## src/rtl/snake_dir_ctrl_if.sv

```systemverilog
// snake_dir_ctrl_if: bundle between the button/tick source (master) and snake_dir_ctrl (slave)
//   buttons up/down/left/right/start/sel and game_tick flow master->slave;
//   dir, step, paused, restart, count, boost flow slave->master.
interface snake_dir_ctrl_if #(parameter int CW = 2);
  logic          up, down, left, right, start, sel, game_tick;
  logic [1:0]    dir;
  logic          step, paused, restart, boost;
  logic [CW-1:0] count;
  modport master (output up, down, left, right, start, sel, game_tick,
                  input dir, step, paused, restart, count, boost);
  modport slave  (input up, down, left, right, start, sel, game_tick,
                  output dir, step, paused, restart, count, boost);
endinterface

```

## src/rtl/snake_dir_ctrl.sv

```systemverilog
// snake_dir_ctrl: queues snake heading changes from button presses and applies one per game tick
//   clock, reset_n : system clock, asynchronous active-low reset
//   bus (slave)    : button levels + game_tick in; dir, step, paused, restart, count, boost out
//   optional macro SNAKE_DIR_BOOST_EN enables the registered boost output (otherwise tied 0)
module snake_dir_ctrl #(
  parameter int DEPTH = 2,
  parameter int CW    = 2
) (
  input logic            clock,
  input logic            reset_n,
  snake_dir_ctrl_if.slave bus
);
  localparam int AW = $clog2(DEPTH);
  logic [5:0]    btn, s1, s2, hist, press;
  logic [1:0]    q [DEPTH];
  logic [AW-1:0] wp, rp;
  logic [1:0]    dir, cand, ref_dir;
  logic [CW-1:0] count;
  logic          step, paused, restart, tick, pop, push, rst_game;
  assign btn      = {bus.sel, bus.start, bus.right, bus.left, bus.down, bus.up};
  assign press    = s2 & ~hist;
  assign cand     = press[0] ? 2'd0 : press[1] ? 2'd1 : press[2] ? 2'd2 : 2'd3;
  // new presses are judged against the last queued heading, not the live one
  assign ref_dir  = (count != '0) ? q[wp - AW'(1)] : dir;
  assign rst_game = press[5] & paused;
  assign tick     = bus.game_tick & ~paused;
  assign pop      = tick & (count != '0);
  assign push     = (|press[3:0]) & ~paused & (cand != ref_dir) &
                    (cand != (ref_dir ^ 2'd1)) & (count < CW'(DEPTH));
  always_ff @(posedge clock or negedge reset_n) begin
    if (!reset_n) begin
      s1      <= '0;
      s2      <= '0;
      hist    <= '0;
      dir     <= 2'd3;
      step    <= 1'b0;
      paused  <= 1'b0;
      restart <= 1'b0;
      count   <= '0;
      wp      <= '0;
      rp      <= '0;
    end else begin
      s1      <= btn;
      s2      <= s1;
      hist    <= s2;
      restart <= rst_game;
      step    <= tick & ~rst_game;
      if (rst_game) begin
        dir    <= 2'd3;
        paused <= 1'b0;
        count  <= '0;
        wp     <= '0;
        rp     <= '0;
      end else begin
        if (press[4]) paused <= ~paused;
        if (pop) begin
          dir <= q[rp];
          rp  <= rp + AW'(1);
        end
        if (push) wp <= wp + AW'(1);
        count <= count + CW'(push) - CW'(pop);
      end
    end
  end
  always_ff @(posedge clock)
    if (push) q[wp] <= cand;
`ifdef SNAKE_DIR_BOOST_EN
  logic boost;
  // follows the held level of the button matching dir; drops with the edge that pauses or restarts
  always_ff @(posedge clock or negedge reset_n)
    if (!reset_n) boost <= 1'b0;
    else boost <= ~rst_game & ~(paused ^ press[4]) & s2[dir];
  assign bus.boost = boost;
`else
  assign bus.boost = 1'b0;
`endif
  assign bus.dir     = dir;
  assign bus.step    = step;
  assign bus.paused  = paused;
  assign bus.restart = restart;
  assign bus.count   = count;
endmodule

```

## src/flat_wrapper.sv

```systemverilog
// flat-port wrapper written by rule: the top's interface ports become plain ports
module snake_dir_ctrl_flat 
#(
  parameter int DEPTH = 2,
  parameter int CW    = 2
)
  (clock, reset_n, bus_up, bus_down, bus_left, bus_right, bus_start, bus_sel, bus_game_tick, bus_dir, bus_step, bus_paused, bus_restart, bus_count, bus_boost);
  snake_dir_ctrl_if #(.CW(CW)) bus_i ();
  input logic clock;
  input logic reset_n;
  input wire logic [$bits(bus_i.up)-1:0] bus_up;
  input wire logic [$bits(bus_i.down)-1:0] bus_down;
  input wire logic [$bits(bus_i.left)-1:0] bus_left;
  input wire logic [$bits(bus_i.right)-1:0] bus_right;
  input wire logic [$bits(bus_i.start)-1:0] bus_start;
  input wire logic [$bits(bus_i.sel)-1:0] bus_sel;
  input wire logic [$bits(bus_i.game_tick)-1:0] bus_game_tick;
  output wire logic [$bits(bus_i.dir)-1:0] bus_dir;
  output wire logic [$bits(bus_i.step)-1:0] bus_step;
  output wire logic [$bits(bus_i.paused)-1:0] bus_paused;
  output wire logic [$bits(bus_i.restart)-1:0] bus_restart;
  output wire logic [$bits(bus_i.count)-1:0] bus_count;
  output wire logic [$bits(bus_i.boost)-1:0] bus_boost;
  assign bus_i.up = bus_up;
  assign bus_i.down = bus_down;
  assign bus_i.left = bus_left;
  assign bus_i.right = bus_right;
  assign bus_i.start = bus_start;
  assign bus_i.sel = bus_sel;
  assign bus_i.game_tick = bus_game_tick;
  assign bus_dir = bus_i.dir;
  assign bus_step = bus_i.step;
  assign bus_paused = bus_i.paused;
  assign bus_restart = bus_i.restart;
  assign bus_count = bus_i.count;
  assign bus_boost = bus_i.boost;
  snake_dir_ctrl #(.DEPTH(DEPTH), .CW(CW)) u_core (.clock(clock), .reset_n(reset_n), .bus(bus_i));
endmodule
```

## config.mk

```make
export PLATFORM = sky130hd
export DESIGN_NAME = snake_dir_ctrl_flat
export DESIGN_NICKNAME = d
export VERILOG_FILES = /design/src/rtl/snake_dir_ctrl_if.sv /design/src/rtl/snake_dir_ctrl.sv /design/src/flat_wrapper.sv
export SDC_FILE = /design/constraint.sdc
export NUM_CORES = 1
export LEC_CHECK = 0
export ABC_AREA = 1
export CAP_MARGIN = 10
export CORE_ASPECT_RATIO = 1.25
export CORE_MARGIN = 1.5
export CORE_UTILIZATION = 55
export DETAILED_ROUTE_END_ITERATION = 10
export GPL_TIMING_DRIVEN = 0
export PLACE_DENSITY = 0.85
export SYNTH_ARGS = -nofsm -noshare
export SYNTH_HDL_FRONTEND = slang
export SYNTH_SLANG_ARGS = --single-unit
```

## constraint.sdc

```tcl
create_clock -name clock -period 4.4 [get_ports clock]
set_clock_uncertainty 0.2 [all_clocks]
set_input_delay 0.88 -clock clock [delete_from_list [all_inputs] [get_ports clock]]
set_output_delay 0.88 -clock clock [all_outputs]
set_load 0.005 [all_outputs]
```

# After elaboration in Yosys (flattened, before gate mapping)
# Memory sizes are Yosys's and may differ from the RTL's.
# Cells that the tools add are included.
# W data, S select, Z words.
# classes
reduce_logical	5
n_bitwise	13
order_cmp	1
div	0
muxes	15
n_eq_ne	2
n_shift	0
n_mul	0
addsub	5
# op_table
op	count
$mux W2	6
$mux W1	9
$and A1 B1 Y1	8
$reduce_bool A2 Y1	4
$and A6 B6 Y6	1
$not A6 Y6	1
$ne A2 B2 Y1	2
$reduce_or A4 Y1	1
$not A1 Y1	3
$add A1 B1 Y1 const B	2
$add A2 B1 Y2	1
$lt A2 B2 Y1 const B	1
$sub A2 B1 Y2	1
$sub A1 B1 Y1 const B	1
# word_totals
ramBits	4
romBits	0
mem_count	1
latchBits	0
inputBits	9
elab_cells	52
reg_bits	27
out_inout_bits	8
# mem_list
memory	words	width	read_ports	rd_ports_with_merged_regs	write_ports	line_no	source
u_core.q	2	2	2	0	1	snake_dir_ctrl.sv:15	logic [1:0] q [DEPTH];

# Depth between registers and ports, before layout
# Gate-level depths: netlist (run 1).
# depth
depth_word	12
mapped_depth	10
depth_no_buf	10

# Worst setup path before layout (run 1)
# No wires, ideal clock.
# synth_path
path_kind	input to register
from	in bus_game_tick
to	reg u_core.count[1], in the netlist u_core.bus.count[1]
setup_ns	0.121
arrival_time_ns	1.789
required_ns	4.079
path_buffers	0
path_stages	9
path_slack_ns	2.291
path_cell_list	inv_1 nor2_1 nand2_1 inv_1 ha_1 inv_1 ha_1 xor2_1 nor2_1
# synth_between
elab_chain_len	4
# synth_rtl
item	line_no	source
start, declared	flat_wrapper.sv:17	input wire logic [$bits(bus_i.game_tick)-1:0] bus_game_tick;
$and A1 B1 Y1	snake_dir_ctrl.sv:26	assign tick = bus.game_tick & ~paused;
$and A1 B1 Y1	snake_dir_ctrl.sv:27	assign pop = tick & (count != '0);
$sub A2 B1 Y2	snake_dir_ctrl.sv:61	count <= count + CW'(push) - CW'(pop);
$mux W2	snake_dir_ctrl.sv:48	if (rst_game) begin
end signal, assigned	snake_dir_ctrl.sv:61	
end, declared	snake_dir_ctrl.sv:18	logic [CW-1:0] count;
# Every way passes these cells.
# A chain may end at the register's enable or synchronous reset.

# Final worst setup path (run 1)
# layout_path
from	reg u_core.dir[1], in the netlist u_core.bus.dir[1]
to	out bus_dir[1]
# layout_lines
item	line_no	source
start, declared	snake_dir_ctrl.sv:17	logic [1:0] dir, cand, ref_dir;
start signal, assigned	snake_dir_ctrl.sv:57	dir <= q[rp];
end, declared	flat_wrapper.sv:18	output wire logic [$bits(bus_i.dir)-1:0] bus_dir;
# No word-level cell between the ends.

==> metrics.md, run 1 <==
| Metric | Value |
|---|---|
| Status | finished, final reports clean |
| WP data required | roughly 3300 ps |
| RSZ-0062 raised after global routing | no |
| Vias per cell | a little over 5 |
| Post-CTS Setup Bufs | 0 |
| Flops & latches, synth | 31 |
| Crit path DAT | between 1000 and 1500 ps |
| # IOs | 17 |
| Final period util | 55.8% |
| CP max stage cell | dfstp_2 |
| H-tree depth | 2 |
| Syn avg cell area | ~11 um^2 |
| DIE HEIGHT | ~54 um |
| First-pass GRT wire length | 2.71 mm |
| Post-synthesis cell area | around 1100 um^2 |
| Hold path depth | 0 |
| Top delay family on crit path | flip-flops |
| First DRT Iteration DRCs | 12 |
| Area Overhead vs Synth | 22.3% |
| Critical path type | flip-flop to output port |
| CP max stage delay | around 570 ps |
| Period minus WS final | 2460 ps |
| Crit-path max FO | 4 |
| CTS sink cnt | 31 |
| Hold Fails Final Rpt | 0 |
| Wirelength per Cell | about 11 um |
| Finish-stage setup viols | 0 |
| Grt total ovfl | 0 |
| Core area | approximately 2000 um^2 |
| R2R cell count | 9 |
| Die Area | 2350 um^2 |
| Share of the synthesized area in the top cell type | between 50% and 60% |
| Post_cts resized | 0 |
| TritonCTS clock tree | done |
| Area of the multi-input gates | 262 um^2 |
| Clk root buf | clkbuf_4 |
| Routed Antenna Nets | 0 |
| Ranking of synthesized cells by area | dfrtp_1 55%, edfxtp_1 11%, nand2_1 6.0%, inv_1 5.6%, dfstp_2 4.6% |
| Vias | around 740 |
| Worst-Skew Late Latency | roughly 310 ps |
| Drt total wl | 1.62 mm |
| # port buffers | 15 |
| Max Root-Sink Buffers | 2 |
| Crit end category | output port |
| Fin Setup TNS | 0 ps |
| DRC viols | 0 |
| Total GRT Usage | 16.6% |
| Vias in the first global route | roughly 730 |
| Starting Density | about 58% |
| WP depth | 1 |
| Max Slew Vio Count | 0 |
| CTS Hold Bufs | 0 |
| Sequential Area | around 800 um^2 |
| Startpoint Class | flip-flop |
| Yosys warning total | 0 |
| Crit path buf inv count | 1 |
| F_max | between 400 and 500 MHz |
| Final #Nets | 134 |
| Post-DP HPWL | 1.20 mm |
| Post-synthesis cell count | 100 |
| Proportion of layout cells with a drive suffix above 1 | between 10% and 20% |
| Synth area leader | dfrtp_1 |
| Largest net degree at the start of global routing | 28 |
| Unique cell type count in the Yosys netlist | 21 |
| Die X | 43.6 um |
| Count of standard-cell rows | 18 |
| Worst-path cell chain | clkdlybuf4s50_1 |
| Sequential area share after synthesis | between 70 and 80% |
| Fill count | around 150 |
| Worst vdd ir | 0.321 mV |
| Initial antenna violation count | 0 |
| Reg clk slew, reported paths | 90 ps |
| # diodes | 0 |
| Leak | 0.688 nW |
| Max cap viols | 0 |
| Hold crit path type | flip-flop to flip-flop |
| Mapped Nets | ~110 |
| CTS Buf Count | 5 |
| Drt pass-1 iters | 4 |
| Hold WS | between 100 and 150 ps |
| GPL Wtd Cong | 0.800 |
| Pwr/cell area | 551 nW/um^2 |
[power breakdown]
part / internal (mW) / total, mW / leakage [nW] / switching (mW)
registers: 0.350 / 0.387 / 0.354 / 0.0379
clock network: 0.0621 / 0.146 / 0.0293 / 0.0841
logic: 0.115 / 0.231 / 0.304 / 0.115
[cell usage in the layout (no fill, tap or decap), drive strengths merged]
master          n
ha              2
a32oi           1
dfstp           2
or2             1
nor2           13
clkbuf          7
o21ai           2
xor2            2
buf             2
o311ai          2
a21oi           1
inv            18
dfrtp          25
clkinv          1
edfxtp          4
xnor2           1
nand2          18
nand3           5
clkdlybuf4s50  15
nand4           1
conb            1
[Yosys cell counts (all sizes together)]
master	n
xnor2	1
o311ai	2
or2	1
nand3	5
xor2	2
dfstp	2
a32oi	1
ha	2
edfxtp	4
a21oi	1
buf	1
nor2	13
conb	1
dfrtp	25
inv	18
nand4	1
o21ai	2
nand2	18
[per-stage QoR]
| stage | util, % | power [mW] | setup WS [ps] | cell area [um^2] | instances |
|---|---|---|---|---|---|
| after floorplan | - | 0.523 | 2290 | 1130 | 100 |
| after global placement | 66.9 | 0.607 | 1790 | 1310 | 135 |
| after detailed placement | 66.9 | 0.623 | 1710 | 1310 | 135 |
| after CTS | 69.4 | 0.771 | 1930 | 1360 | 143 |
| after global routing | 70.8 | 0.821 | 1890 | 1390 | 144 |
| final | 70.8 | 0.764 | 1940 | 1390 | 144 |
[flip-flops by register name (all words and copies together) (netlist names)]
register / cells
u_core.bus.count: 2
u_core.bus.dir: 2
u_core.bus.paused: 1
u_core.bus.restart: 1
u_core.bus.step: 1
u_core.hist: 6
u_core.q: 4
u_core.rp: 1
u_core.s1: 6
u_core.s2: 6
u_core.wp: 1
[kinds of logic (layout without fill, tap and decap cells)]
| kind of cell | count (synthesis) | count (layout) | synth area share (%) |
|---|---|---|---|
| adder cells (fa/ha/maj) | 2 | 2 | 2.20 |
| flip-flops | 31 | 31 | 70.3 |
| other | 1 | 1 | 0.330 |
| AO/OA/AOI/OAI | 6 | 6 | 3.97 |
| XOR/XNOR | 3 | 3 | 2.32 |
| AND/OR/NAND/NOR | 38 | 38 | 14.2 |
| buffers and inverters | 19 | 43 | 6.62 |
[metal layers]
metal | GRT usage, % | wire length, um
met3 | 5.03 | 99
met4 | 12.1 | 38
met2 | 30.4 | 912
met5 | 0 | 0
met1 | 15.1 | 565
[path summary, 6_finish.rpt]
check                                            to                 from  slack [ps]
max in group asynchronous            u_core.hist[0]              reset_n        2910
min in group asynchronous       u_core.bus.count[1]              reset_n         650
worst min-delay path                   u_core.s2[4]         u_core.s1[4]         150
worst max-delay path                     bus_dir[1]    u_core.bus.dir[1]        1940
worst min register to register         u_core.s2[4]         u_core.s1[4]         150
worst max register to register  u_core.bus.count[1]  u_core.bus.count[0]        2560
[layout make-up]
cell class	count	share of cell area [%]
Buffer	1	0.541
Clock inverter	1	0.361
Tap cell	20	1.80
Sequential cell	31	57.5
Timing Repair Buffer	16	12.8
Inverter	18	4.87
Multi-Input combinational cell	50	18.8
Clock buffer	7	3.25
(Power assumes the default switching activity.)
==> run 2, diff against run 1 <==
Settings changed: CORE_UTILIZATION 55 to 46, PLACE_DENSITY 0.85 to 0.76.
Clock period 4.4 ns to 2.1 ns, I/O delays scaled along.
==> metrics.md, run 2 (synthesized netlist as in run 1, its figures left out) <==
| Metric | Value |
|---|---|
| Status | finished, final reports clean |
| RSZ-0062 raised after global routing | no |
| Clk root buf | clkbuf_4 |
| TritonCTS clock tree | done |
| Drt pass-1 iters | 4 |
| Routed Antenna Nets | 0 |
| First-pass GRT wire length | 2.84 mm |
| Combinational Power Share | a little under a third |
| Finish-stage setup viols | 0 |
| Worst vdd ir | ~0.67 mV |
| # diodes | 0 |
| Grt total ovfl | 0 |
| Crit path DAT | roughly 1400 ps |
| CP max stage delay | 560 ps |
| Crit-path max FO | 4 |
| Pint | about 1.1 mW |
| Vias in the first global route | around 740 |
| CTS Buf Count | 5 |
| DRC viols | 0 |
| Commonest non-fill, non-tap cell in the layout | dfrtp_1 |
| GPL Wtd Cong | between 0.7 and 0.8 |
| Post-CTS Setup Bufs | 0 |
| Crit path buf inv count | 1 |
| Final #Nets | approximately 130 |
| CP max stage cell | dfstp_2 |
| Starting Density | roughly half |
| Post-layout util | 61.8% |
| Hold crit path type | flip-flop to flip-flop |
| Setup WS post-layout | between 90 and 100 ps |
| PnR Total Power | 1.58 mW |
| Post-DP HPWL | ~1.1 mm |
| Pwr/cell area | 1130 nW/um^2 |
| Vias per cell | between 4 and 5 |
| Hold Fails Final Rpt | 0 |
| F_max | 499 MHz |
| Worst-Skew Late Latency | roughly 320 ps |
| Drt total wl | roughly 1.6 mm |
| Psw | 0.484 mW |
| Total GRT Usage | around 15% |
| Vias | 718 |
| Core area | approximately 2300 um^2 |
| Commonest non-fill, non-tap cells in the layout | 25 x dfrtp_1, 18 x nand2_1, 17 x inv_1 |
| Clk network pwr share | 18.8% |
| Crit end category | output port |
| Initial antenna violation count | 0 |
| WP data required | between 1000 and 1500 ps |
| Die Area | around 2800 um^2 |
| Top delay family on crit path | flip-flops |
| Largest net degree at the start of global routing | 28 |
| Final period util | between 90% and 100% |
| Reg clk slew, reported paths | 90 ps |
| # IOs | 17 |
| Post_cts resized | 0 |
| Top Registers | u_core.hist: 6 flops, u_core.s1: 6 flops, u_core.s2: 6 flops |
| Startpoint Class | flip-flop |
| Die X | ~47 um |
| Proportion of layout cells with a drive suffix above 1 | under 10% |
| Placed Cells incl. Taps | between 100 and 150 |
| Max Slew Vio Count | 0 |
| First DRT Iteration DRCs | 14 |
| Worst-path cell chain | clkdlybuf4s50_1 |
| Area Overhead vs Synth | 23.0% |
| Count of standard-cell rows | 19 |
| Critical path type | flip-flop to output port |
| Period minus WS final | 2000 ps |
| Max Root-Sink Buffers | 2 |
| CTS sink cnt | 31 |
| CTS Hold Bufs | 0 |
| # port buffers | 15 |
| Leak | 0.684 nW |
| Wirelength per Cell | just over 10 um |
| Fraction of power consumed by sequential logic | about 51% |
| Sw frac | between 30% and 40% |
| DIE HEIGHT | around 59 um |
| Non-filler instance count after layout | ~150 |
| Worst slack at placement | -133 ps |
| H-tree depth | 2 |
| Max cap viols | 0 |
run 2: cell types whose count changed in the layout (fill, tap and decap cells not counted):
cell and change:
clkinv_2 -1
run 2: final cells by class:
type	instances	area, um^2
fill	199	862
sequential	31	798
multi-input combinational	50	262
timing repair buffer	16	178
inverter	18	67.6
clock buffer	7	45.0
tap	31	38.8
buffer	1	7.51
run 2: stage by stage:
stage	setup TNS (ps)	area, um^2	hold slack [ps]
3_3_place_gp	-152	1320	134
4_1_cts	0	1370	156
6_report	0	1400	153
3_5_place_dp	-220	1320	136
5_1_grt	0	1400	160
2_1_floorplan	0	1130	-75.6
run 2: path summary, 6_finish.rpt:
kind,startpoint,endpoint,slack (ps),cells after the start
max,u_core.bus.dir[1],bus_dir[1],100,1
min,u_core.s1[5],u_core.s2[5],150,0
max reg2reg,u_core.bus.count[1],u_core.bus.count[1],270,9
min reg2reg,u_core.s1[5],u_core.s2[5],150,0
max in group asynchronous,reset_n,u_core.hist[2],1010,2
min in group asynchronous,reset_n,u_core.bus.count[1],220,1
run 2: metal layers:
layer / routed length [um] / vias up / global-route usage [%]
met3: 97 / 4 / 7.36
met4: 36 / 0 / 9.52
met1: 670 / 337 / 16.3
met2: 784 / 23 / 23.6
li1: - / 354 / -
met5: 0 / - / 0
run 2: power groups by stage:
stage / Combinational, mW / Clock [mW] / Sequential (mW)
final: 0.478 / 0.297 / 0.808
after global routing: 0.557 / 0.345 / 0.820
after CTS: 0.479 / 0.318 / 0.809
after detailed placement: 0.477 / 0 / 0.821
after global placement: 0.457 / 0 / 0.818
after floorplan: 0.284 / 0 / 0.812
==> run 3, diff against run 2 <==
Settings changed: CORE_UTILIZATION 46 to 35, PLACE_DENSITY 0.76 to 0.62, SKIP_LAST_GASP from default to 1.
==> metrics.md, run 3 (synthesized netlist as in run 1, its figures left out) <==
| Metric | Value |
|---|---|
| Status | finished, final reports clean |
| Die Area | 3600 um^2 |
| Area Overhead vs Synth | 25.7% |
| Largest net degree at the start of global routing | 28 |
| Count of standard-cell rows | 22 |
| Final period util | between 90% and 100% |
| Clk root buf | clkbuf_4 |
| Worst r2r dst | u_core.bus.count[1] |
| CTS Hold Bufs | 0 |
| Final #Nets | ~130 |
| First-pass GRT wire length | roughly 2.8 mm |
| Top Registers | u_core.hist: 6 flops, u_core.s1: 6 flops, u_core.s2: 6 flops |
| Finish-stage setup viols | 0 |
| Hold path startpoint | u_core.s1[5] |
| Drt pass-1 iters | 4 |
| Routed Antenna Nets | 0 |
| Grt total ovfl | 0 |
| TritonCTS clock tree | done |
| Hold Fails Final Rpt | 0 |
| First DRT Iteration DRCs | 9 |
| Wirelength per Cell | between 10 and 15 um |
| RSZ-0062 raised after global routing | no |
| Hold path depth | 0 |
| Total GRT Usage | a little under an eighth |
| # IOs | 17 |
| Period minus WS final | between 2000 and 2500 ps |
| Starting Density | between 30% and 40% |
| Proportion of layout cells with a drive suffix above 1 | 11.3% |
| Initial antenna violation count | 0 |
| Crit end category | output port |
| Reg clk slew, reported paths | roughly 100 ps |
| Worst R2R Setup Slack | 270 ps |
| Worst r2r src | u_core.bus.count[1] |
| Post-layout util | 47.5% |
| Crit path DAT | ~1400 ps |
| Commonest non-fill, non-tap cells in the layout | 25 x dfrtp_1, 18 x nand2_1, 17 x inv_1 |
| Worst-path cell chain | clkdlybuf4s50_1 |
| # port buffers | 15 |
| Max cap viols | 0 |
| Startpoint Class | flip-flop |
| Drt total wl | between 1.5 and 2 mm |
| Hold crit path type | flip-flop to flip-flop |
| F_max | about 500 MHz |
| Top delay family on crit path | flip-flops |
| Max Slew Vio Count | 0 |
| GPL Wtd Cong | ~0.78 |
| Hold WS | around 140 ps |
| Vias per cell | 4.50 |
| Crit path buf inv count | 1 |
| DIE HEIGHT | between 60 and 70 um |
| R2R cell count | 9 |
| DRC viols | 0 |
| Pwr/cell area | roughly 1200 nW/um^2 |
| Post-CTS Setup Bufs | 0 |
| Vias | slightly above 700 |
| Worst vdd ir | around 0.63 mV |
| CP max stage cell | dfstp_2 |
| Crit-path max FO | 4 |
| Leak | 0.697 nW |
| Hold Path End | u_core.s2[5] |
| # diodes | 0 |
| CTS Buf Count | 5 |
| Commonest non-fill, non-tap cell in the layout | dfrtp_1 |
| PnR Total Power | approximately 1.7 mW |
| Die X | 53.9 um |
| Max Root-Sink Buffers | 2 |
| CP max stage delay | 570 ps |
| H-tree depth | 2 |
| WP data required | ~1500 ps |
| Core area | roughly 3000 um^2 |
| Post-DP HPWL | 1.18 mm |
| Post_cts resized | 0 |
| CTS sink cnt | 31 |
| Vias in the first global route | 679 |
| Worst-Skew Late Latency | ~330 ps |
| Critical path type | flip-flop to output port |
| Worst Setup SP | u_core.bus.dir[1] |
## run 3: cell types whose count changed in the layout (fill, tap and decap cells not counted)
cell / change
clkbuf_1: -1
clkbuf_8: +2
## run 3: power breakdown
part / leakage [nW] / switching, mW / internal, mW
registers: 0.354 / 0.0790 / 0.732
logic: 0.304 / 0.234 / 0.241
clock network: 0.0386 / 0.187 / 0.197
total: 0.697 / 0.500 / 1.17
## run 3: routing by layer
metal / share of wire (%) / vias to the layer above / track usage (%) / wire [um]
li1: - / 355 / - / -
met1: 42 / 345 / 11.0 / 682
met2: 50 / 16 / 18.8 / 825
met3: 6.3 / 4 / 6.73 / 104
met4: 1.5 / 0 / 4.81 / 25
met5: 0 / - / 0 / 0
## run 3: per-stage QoR
step	worst slack [ps]	setup TNS, ps	std cells	area [um^2]
6_report	88.2	0	160	1430
5_1_grt	20.9	0	160	1430
4_1_cts	74.5	0	159	1400
3_5_place_dp	-113	-200	151	1330
3_3_place_gp	-83.2	-146	151	1330
2_1_floorplan	397	0	100	1130
## run 3: worst max-delay path by stage
stage	endpoint	slack (ps)	depth (start not counted)
CTS	bus_dir[1]	70	1
finish	bus_dir[1]	90	1
global placement	u_core.bus.count[1]	-80	10
global route	bus_dir[1]	20	1
detailed placement	u_core.bus.count[1]	-110	10
floorplan	u_core.bus.count[1]	400	9
## run 3: cell type report
cell class	instances	area [um^2]
timing repair buffer	16	178
buffer	1	7.51
tap	36	45.0
inverter	18	67.6
sequential	31	798
fill	261	1570
multi-input combinational	50	262
clock buffer	8	68.8
## run 3: worst register-to-register path: stages, from the launching register on
cell	delay, ps
dfrtp_1	440
inv_1	70
nand2_1	80
nand2_1	160
inv_1	80
ha_1	270
inv_1	40
ha_1	190
xor2_1	150
nor2_1	90
